===== config.mk =====
export PLATFORM = sky130hd
export DESIGN_NAME = pwm_breath_sequencer_flat
export DESIGN_NICKNAME = d
export VERILOG_FILES = /design/src/rtl/pwm_breath_sequencer_if.sv /design/src/rtl/pwm_breath_sequencer.sv /design/src/flat_wrapper.sv
export SDC_FILE = /design/constraint.sdc
export NUM_CORES = 1
export LEC_CHECK = 0
export BUFFER_PORTS_ARGS = -buffer_cell sky130_fd_sc_hd__buf_2
export CAP_MARGIN = 15
export CORE_AREA = 2 2 86 88
export DETAILED_ROUTE_END_ITERATION = 8
export DIE_AREA = 0 0 88 90
export PLACE_DENSITY = 0.78
export SYNTH_ARGS = -nofsm -noshare
export SYNTH_HDL_FRONTEND = slang
export SYNTH_SLANG_ARGS = --single-unit
export TNS_END_PERCENT = 10

===== constraint.sdc =====
create_clock -name i_clk -period 2.9 [get_ports i_clk]
set_input_delay 0.145 -clock i_clk [delete_from_list [all_inputs] [get_ports i_clk]]
set_output_delay 0.145 -clock i_clk [all_outputs]
set_load 0.02 [all_outputs]

===== src/rtl/pwm_breath_sequencer_if.sv =====
// pwm_breath_sequencer_if: control and compare bundle between a breath sequencer and its PWM core
//
// Signals (named from the sequencer's point of view):
//   i_enable   1             sequencer runs while high, freezes while low
//   i_mode     2*CHANNELS    per-channel mode, channel k at [2k+1:2k]
//   o_top      TOP_WIDTH     PWM counter top value (all ones)
//   o_compare  CW*CHANNELS   per-channel compare, CW = TOP_WIDTH+1
//   o_valid    1             single-cycle load strobe for o_top/o_compare
// Modports: slave = sequencer, master = controller / PWM core side.
interface pwm_breath_sequencer_if #(
    parameter int CHANNELS  = 3,
    parameter int TOP_WIDTH = 8
);
    logic                               i_enable;
    logic [2*CHANNELS-1:0]              i_mode;
    logic [TOP_WIDTH-1:0]               o_top;
    logic [(TOP_WIDTH+1)*CHANNELS-1:0]  o_compare;
    logic                               o_valid;
    modport master (output i_enable, i_mode, input o_top, o_compare, o_valid);
    modport slave  (input i_enable, i_mode, output o_top, o_compare, o_valid);
endinterface


===== src/rtl/pwm_breath_sequencer.sv =====
// pwm_breath_sequencer: multi-channel breathing-LED compare generator feeding a PWM core
//
// Ports:
//   i_clk  sole clock, rising edge
//   i_rst  asynchronous active-high reset
//   bus    pwm_breath_sequencer_if.slave (i_enable, i_mode, o_top, o_compare, o_valid)
//
// A shared step counter divides the clock by STEP. Every step tick each channel's
// ramp advances 0..FULL; when it wraps, the channel's 2-bit phase advances. The
// latched mode turns (ramp, phase) into a compare value. Ramp and phase advance in
// every mode so the quarter-period stagger between channels survives mode changes.
module pwm_breath_sequencer #(
    parameter int CHANNELS  = 3,
    parameter int TOP_WIDTH = 8,
    parameter int STEP      = 97_276
) (
    input  logic                  i_clk,
    input  logic                  i_rst,
    pwm_breath_sequencer_if.slave bus
);
    localparam int CW = TOP_WIDTH + 1;
    localparam int SW = $clog2(STEP);
    localparam logic [CW-1:0] FULL = {1'b1, {TOP_WIDTH{1'b0}}};
    localparam logic [SW-1:0] LAST = SW'(STEP - 1);

    localparam logic [1:0] MODE_OFF  = 2'd0;
    localparam logic [1:0] MODE_TRI  = 2'd1;
    localparam logic [1:0] MODE_SAW  = 2'd2;
    localparam logic [1:0] MODE_FULL = 2'd3;

    localparam logic [1:0] PH_LOW  = 2'd0;
    localparam logic [1:0] PH_RISE = 2'd1;
    localparam logic [1:0] PH_HIGH = 2'd2;

    logic [SW-1:0]                r_cnt;
    logic [CHANNELS-1:0][CW-1:0]  r_ramp;
    logic [CHANNELS-1:0][1:0]     r_phase;
    logic [CHANNELS-1:0][1:0]     r_mode;
    logic [CHANNELS-1:0][CW-1:0]  w_cmp;

    // Reset phase k mod 4 staggers channels by a quarter period.
    always_ff @(posedge i_clk or posedge i_rst)
        if (i_rst) begin
            r_cnt <= '0;
            for (int k = 0; k < CHANNELS; k++) begin
                r_ramp[k]  <= '0;
                r_phase[k] <= 2'(k % 4);
                r_mode[k]  <= MODE_TRI;
            end
        end else if (bus.i_enable) begin
            r_cnt <= (r_cnt == LAST) ? '0 : r_cnt + 1'b1;
            if (r_cnt == LAST)
                for (int k = 0; k < CHANNELS; k++) begin
                    r_ramp[k]  <= (r_ramp[k] == FULL) ? '0 : r_ramp[k] + 1'b1;
                    r_phase[k] <= (r_ramp[k] == FULL) ? r_phase[k] + 2'd1 : r_phase[k];
                    r_mode[k]  <= bus.i_mode[2*k +: 2];
                end
        end

    // FULL - ramp cannot underflow because ramp never exceeds FULL.
    always_comb begin
        w_cmp = '0;
        for (int k = 0; k < CHANNELS; k++)
            w_cmp[k] = (r_mode[k] == MODE_OFF)  ? '0 :
                       (r_mode[k] == MODE_SAW)  ? r_ramp[k] :
                       (r_mode[k] == MODE_FULL) ? FULL :
                       (r_phase[k] == PH_LOW)   ? '0 :
                       (r_phase[k] == PH_RISE)  ? r_ramp[k] :
                       (r_phase[k] == PH_HIGH)  ? FULL : FULL - r_ramp[k];
    end

    assign bus.o_top     = '1;
    assign bus.o_compare = w_cmp;
    assign bus.o_valid   = bus.i_enable && (r_cnt == '0);
endmodule


===== src/flat_wrapper.sv =====
// flat-port wrapper written by rule: the top's interface ports become plain ports
module pwm_breath_sequencer_flat 
#(
    parameter int CHANNELS  = 3,
    parameter int TOP_WIDTH = 8,
    parameter int STEP      = 97_276
)
  (i_clk, i_rst, bus_i_enable, bus_i_mode, bus_o_top, bus_o_compare, bus_o_valid);
  pwm_breath_sequencer_if #(.CHANNELS(CHANNELS), .TOP_WIDTH(TOP_WIDTH)) bus_i ();
  input  logic i_clk;
  input  logic i_rst;
  input wire logic [$bits(bus_i.i_enable)-1:0] bus_i_enable;
  input wire logic [$bits(bus_i.i_mode)-1:0] bus_i_mode;
  output wire logic [$bits(bus_i.o_top)-1:0] bus_o_top;
  output wire logic [$bits(bus_i.o_compare)-1:0] bus_o_compare;
  output wire logic [$bits(bus_i.o_valid)-1:0] bus_o_valid;
  assign bus_i.i_enable = bus_i_enable;
  assign bus_i.i_mode = bus_i_mode;
  assign bus_o_top = bus_i.o_top;
  assign bus_o_compare = bus_i.o_compare;
  assign bus_o_valid = bus_i.o_valid;
  pwm_breath_sequencer #(.CHANNELS(CHANNELS), .TOP_WIDTH(TOP_WIDTH), .STEP(STEP)) u_core (.i_clk(i_clk), .i_rst(i_rst), .bus(bus_i));
endmodule

=== Yosys cells after proc, flatten, opt, wreduce, memory -nomap -nowiden ===
Cells that the tools add are included.

* Register bits: 56
* Logic and storage cells: 70

* $add $sub $neg: 10
* Equal/unequal tests: 16
* Multiplexer cells: 22
* Reduce and logical (&&, ||, !) cells: 12

{| class="wikitable"
|+ Operator list
! kind !! count
|-
| 9-bit two-way mux || 21
|-
| 9-bit by 1-bit adder with 9-bit output, second input constant || 3
|-
| 9-bit equality test, second input constant || 3
|-
| 9-bit subtractor, first input constant || 3
|-
| 2-bit equality test, second input constant || 9
|-
| 17-bit by 1-bit adder with 17-bit output, second input constant || 1
|-
| 17-bit equality test, second input constant || 1
|-
| 17-bit logical NOT || 1
|-
| 17-bit two-way mux || 1
|-
| 2-bit logical NOT || 6
|-
| 3-bit AND reduction || 3
|-
| 2-bit by 1-bit adder with 2-bit output, second input constant || 3
|-
| 2-bit by 1-bit equality test with 1-bit output, second input constant || 3
|-
| 2-bit AND reduction || 1
|-
| 1-bit logical AND || 1
|}

=== Depth between registers and ports, before layout ===
* Depth after elaboration: 7
* Gate-level depth with buffers: 10

=== Least setup slack after synthesis ===
Ideal clock, no wire load.

* Path kind: register -> register
* Start: register u_core.r_cnt[10]
* End: register u_core.r_phase[3] (netlist name)
* Library setup time: 0.125 ns
* Data arrival time: 2.433 ns
* Slack: 0.342 ns
* Cell stages (with the launch flop): 6
* Path buffers: 1
* Period minus slack after synthesis: 2.558 ns
* Cells stage by stage: dfrtp_1 or4b_4 or4_4 buf_6 or4_4 mux2_4

* Word-level cells in the longest chain between the ends: 2

{| class="wikitable"
|+ RTL lines
! what !! line !! text
|-
| start, declared || pwm_breath_sequencer.sv:35 || <nowiki>logic [SW-1:0] r_cnt;</nowiki>
|-
| start signal, assigned || pwm_breath_sequencer.sv:51 || <nowiki>r_cnt <= (r_cnt == LAST) ? '0 : r_cnt + 1'b1;</nowiki>
|-
| 17-bit equality test || pwm_breath_sequencer.sv:52 || <nowiki>if (r_cnt == LAST)</nowiki>
|-
| 3-bit AND reduction (no source line) || -- ||
|-
| end signal, assigned by index || pwm_breath_sequencer.sv:47 || <nowiki>r_phase[k] <= 2'(k % 4);</nowiki>
|-
| end signal, assigned by index || pwm_breath_sequencer.sv:55 || <nowiki>r_phase[k] <= (r_ramp[k] == FULL) ? r_phase[k] + 2'd1 : r_phase[k];</nowiki>
|-
| end, declared || pwm_breath_sequencer.sv:37 || <nowiki>logic [CHANNELS-1:0][1:0] r_phase;</nowiki>
|}

Every way passes these cells.
A chain may end at the register's enable or synchronous reset.

=== Final worst setup path ===
* Start: register u_core.r_ramp[9] (netlist name)
* End: output port bus_o_compare[17]

* Word-level cells in the longest chain between the ends: 7

{| class="wikitable"
|+ RTL lines
! what !! line !! text
|-
| start, declared || pwm_breath_sequencer.sv:36 || <nowiki>logic [CHANNELS-1:0][CW-1:0] r_ramp;</nowiki>
|-
| start signal, assigned by index || pwm_breath_sequencer.sv:54 || <nowiki>r_ramp[k] <= (r_ramp[k] == FULL) ? '0 : r_ramp[k] + 1'b1;</nowiki>
|-
| 9-bit subtractor || pwm_breath_sequencer.sv:69 || <nowiki>(r_phase[k] == PH_HIGH) ? FULL : FULL - r_ramp[k];</nowiki>
|-
| 9-bit two-way mux || pwm_breath_sequencer.sv:69 ||
|-
| 9-bit two-way mux || pwm_breath_sequencer.sv:68 || <nowiki>(r_phase[k] == PH_RISE) ? r_ramp[k] :</nowiki>
|-
| 9-bit two-way mux || pwm_breath_sequencer.sv:67 || <nowiki>(r_phase[k] == PH_LOW) ? '0 :</nowiki>
|-
| 9-bit two-way mux || pwm_breath_sequencer.sv:66 || <nowiki>(r_mode[k] == MODE_FULL) ? FULL :</nowiki>
|-
| 9-bit two-way mux || pwm_breath_sequencer.sv:65 || <nowiki>(r_mode[k] == MODE_SAW) ? r_ramp[k] :</nowiki>
|-
| 9-bit two-way mux || pwm_breath_sequencer.sv:64 || <nowiki>w_cmp[k] = (r_mode[k] == MODE_OFF) ? '0 :</nowiki>
|-
| end, declared || flat_wrapper.sv:15 || <nowiki>output wire logic [$bits(bus_i.o_compare)-1:0] bus_o_compare;</nowiki>
|}

Every way passes these cells.

==> flow_summary_export.csv <==
group,metric,value,unit
status,status,"finished, final reports clean",
die,dieArea,0.007920,mm2
synthesis,async_reset_ff_share,100.0,%
detailed_routing,ant_nets,0,
cts,postCtsSetupBuffers,0,
synthesis,syn-cell-area,0.004080,mm2
cts,cts_max_level,2,
die,row_count,31,
grt,grt_use_total,24.17,%
die,core,0.007020,mm2
cells_and_area,area_growth,6.654,%
cts,cts_max_path_buffers,2,
sta,grt_setup_unrepaired,"false",
sta,fmax,361.1,MHz
cts,cts_tree,"done",
die,num_io_pins,45,
synthesis,ys.flop_type,"dfrtp_1",
cells_and_area,final_common_cell,"dfrtp_1",
sta,maxSlewViolCount,0,
sta,holdWs,58.73,ps
power_and_ir_drop,vdd_ir_drop_max,0.3480,mV
cells_and_area,n_fill_cell,599,
sta,fin_worst_skew,12.05,ps
detailed_routing,drt_pass1_iterations,4,
cells_and_area,drive_above_1_share,14.71,%
cells_and_area,multi_input_area,0.002406,mm2
synthesis,synth_area_leader_cell,"dfrtp_1",
sta,fin_ws,130.9,ps
min_path,hp-class,"input port to flip-flop",
synthesis,synth_area_per_cell,8.361,um2
place,dp_hpwl,6477,um
grt,grt_first_pass_wirelength,15860,um
worst_setup_path,end_kind,"primary output",
place,io_buffers,36,
power_and_ir_drop,p_leak,1.871,nW
grt,grt_max_degree,37,
worst_setup_path,cp_slowest_cell,"dfrtp_1",
worst_setup_path,path_cells,"inv_1, ha_1, nor3b_1, nand2_1, nor2_1, ha_1, nor3_1, nor3_1, o21ai_0, nand2_1, buf_2",
detailed_routing,post_drt_wl_per_cell,15.08,um
worst_setup_path,path_max_fanout,7,
power_and_ir_drop,power_density,405.0,mW/mm2
place,gp_congestion,0.8659,
synthesis,synth.distinct_cells,49,
worst_setup_path,critPathKind,"flip-flop to primary output",
grt,antenna_found_initial,0,
worst_setup_path,crit_family,"simple AND/OR/NAND/NOR gates",
worst_setup_path,required,2760,ps
die,die_height,90,um
worst_setup_path,cp.arrival,2620,ps
place,dp_slack,240.1,ps
detailed_routing,vias_per_cell,6.198,
detailed_routing,drt_iter0_drc,211,
detailed_routing,routed-via-count,3731,
worst_setup_path,start_kind,"flip-flop",
worst_setup_path,path_buf_inv,2,
synthesis,synth_area_leaders,"dfrtp_1 (31%), ha_1 (6.1%), o21ai_0 (4.8%)",
synthesis,netlist.area_leader.share,31.28,%
flow_run,cap_violations,0,
synthesis,netlist_instances,488,
cells_and_area,insertedDiodeCount,0,
sta,setup_violations,0,
detailed_routing,drc,0,
cts,numCtsBuffers,5,
worst_setup_path,cpPeakStageDelay,470,ps
cells_and_area,seq_area,0.001408,mm2
cts,clk_latency,310,ps
cells_and_area,nets,531,
synthesis,ys_ff_latch,56,
sta,layout_min_cycle_time,2769,ps
cts,root_buffer,"clkbuf_8",
sta,post-route-period-util,95.49,%
cts,clk_transition_reported_paths,100,ps
worst_setup_path,ff2ff_setup_slack,220,ps
die,initial_core_util,58.12,%
synthesis,ys_warn_count,0,
die,die_w,88,um
cts,cts_sinks,56,
cells_and_area,fin_util,61.99,%
sta,hold_viol,0,
sta,final.setup.tns,0,ps
detailed_routing,wl,9079,um
grt,grt_pass1_vias,3517,
synthesis,synth-edff-count,0,
cells_and_area,mostFrequentLayoutCells,"dfrtp_1 (51), nor2_1 (49), o21ai_0 (39), buf_2 (36), nand2_1 (25)",
grt,grt-ovfl-total,0,
synthesis,seq_area_frac_synth,34.50,%
kinds of logic (layout without fill, tap and decap cells):
| logic type | count (synthesis) | count (layout) | share of synthesized area, % |
|---|---|---|---|
| AO/OA/AOI/OAI | 126 | 126 | 20.06 |
| multiplexers | 11 | 11 | 3.097 |
| AND/OR/NAND/NOR | 188 | 188 | 24.81 |
| adder cells (fa/ha/maj) | 20 | 20 | 6.133 |
| buffers and inverters | 67 | 75 | 7.237 |
| flip-flops | 56 | 56 | 34.50 |
| other | 1 | 8 | 0.09191 |
| XOR/XNOR | 19 | 19 | 4.079 |
synthesized netlist by cell type (all sizes together) (5+ instances only):
library cell / count
inv: 22
nor2: 49
a31oi: 11
nor4: 14
a21oi: 22
nand3: 12
nor3: 16
xnor2: 15
o41ai: 13
o21ai: 39
mux2: 10
dfstp: 5
o31ai: 19
buf: 14
nor2b: 7
and3: 8
or3: 8
a21o: 7
nor3b: 5
nand2b: 12
nand2: 25
dfrtp: 51
clkbuf: 31
nand4: 10
ha: 20
registers in the layout, summed over array words and instances (netlist names):
signal,flops
u_core.r_phase,6
u_core.r_cnt,17
u_core.r_mode,6
u_core.r_ramp,27
per-layer routing:
layer / up-vias / part of all wire, % / global-route usage, %
met5: - / 0 / 0
met4: 0 / 1.0 / 6.795
met3: 8 / 4.2 / 2.663
met2: 120 / 51 / 41.04
met1: 1820 / 44 / 32.32
li1: 1783 / - / -
path summary, 6_finish.rpt:
path | endpoint | cells past startpoint | from
setup / recovery | bus_o_compare[17] | 11 | u_core.r_ramp[9]$_DFFE_PP0P_
hold / removal | u_core.r_mode[1]$_DFFE_PP0P_ | 2 | bus_i_mode[1]
setup reg to reg | u_core.r_phase[3]$_DFFE_PP0P_ | 4 | u_core.r_cnt[10]$_DFFE_PP0P_
hold reg to reg | u_core.r_cnt[15]$_DFFE_PP0P_ | 1 | u_core.r_cnt[15]$_DFFE_PP0P_
max in group asynchronous | u_core.r_mode[0]$_DFFE_PP1P_ | 4 | i_rst
min in group asynchronous | u_core.r_cnt[13]$_DFFE_PP0P_ | 3 | i_rst
report_power, final:
| group | internal, W | switching (W) | total (W) |
|---|---|---|---|
| Sequential | 0.000853 | 0.000110 | 0.000964 |
| Clock | 0.000170 | 0.000245 | 0.000415 |
| Combinational | 0.000161 | 0.000223 | 0.000384 |
stage by stage:
stage / area (um2) / instances / total power, W
6_report: 4352 / 602 / 0.001763
5_1_grt: 4352 / 602 / 0.001871
3_3_place_gp: 4258 / 593 / 0.001338
3_5_place_dp: 4258 / 593 / 0.001364
2_1_floorplan: 4106 / 495 / 0.001258
4_1_cts: 4349 / 602 / 0.001781
area by class of cell:
cell class                 instances  share of cell area [%]
multi-input combinational        372                   55.29
tap                               99                   2.846
sequential                        56                   32.35
inverter                          22                   1.898
timing repair buffer              45                   5.750
clock buffer                       7                   1.754
clock inverter                     1                  0.1150
repair_timing:
item,4_1_cts,5_1_grt
endpoints found under the hold margin,18,0
gates resized for setup,0,1
endpoints found under the setup margin,0,3
hold buffers,1,0
Power figures use the tool's default switching activity.
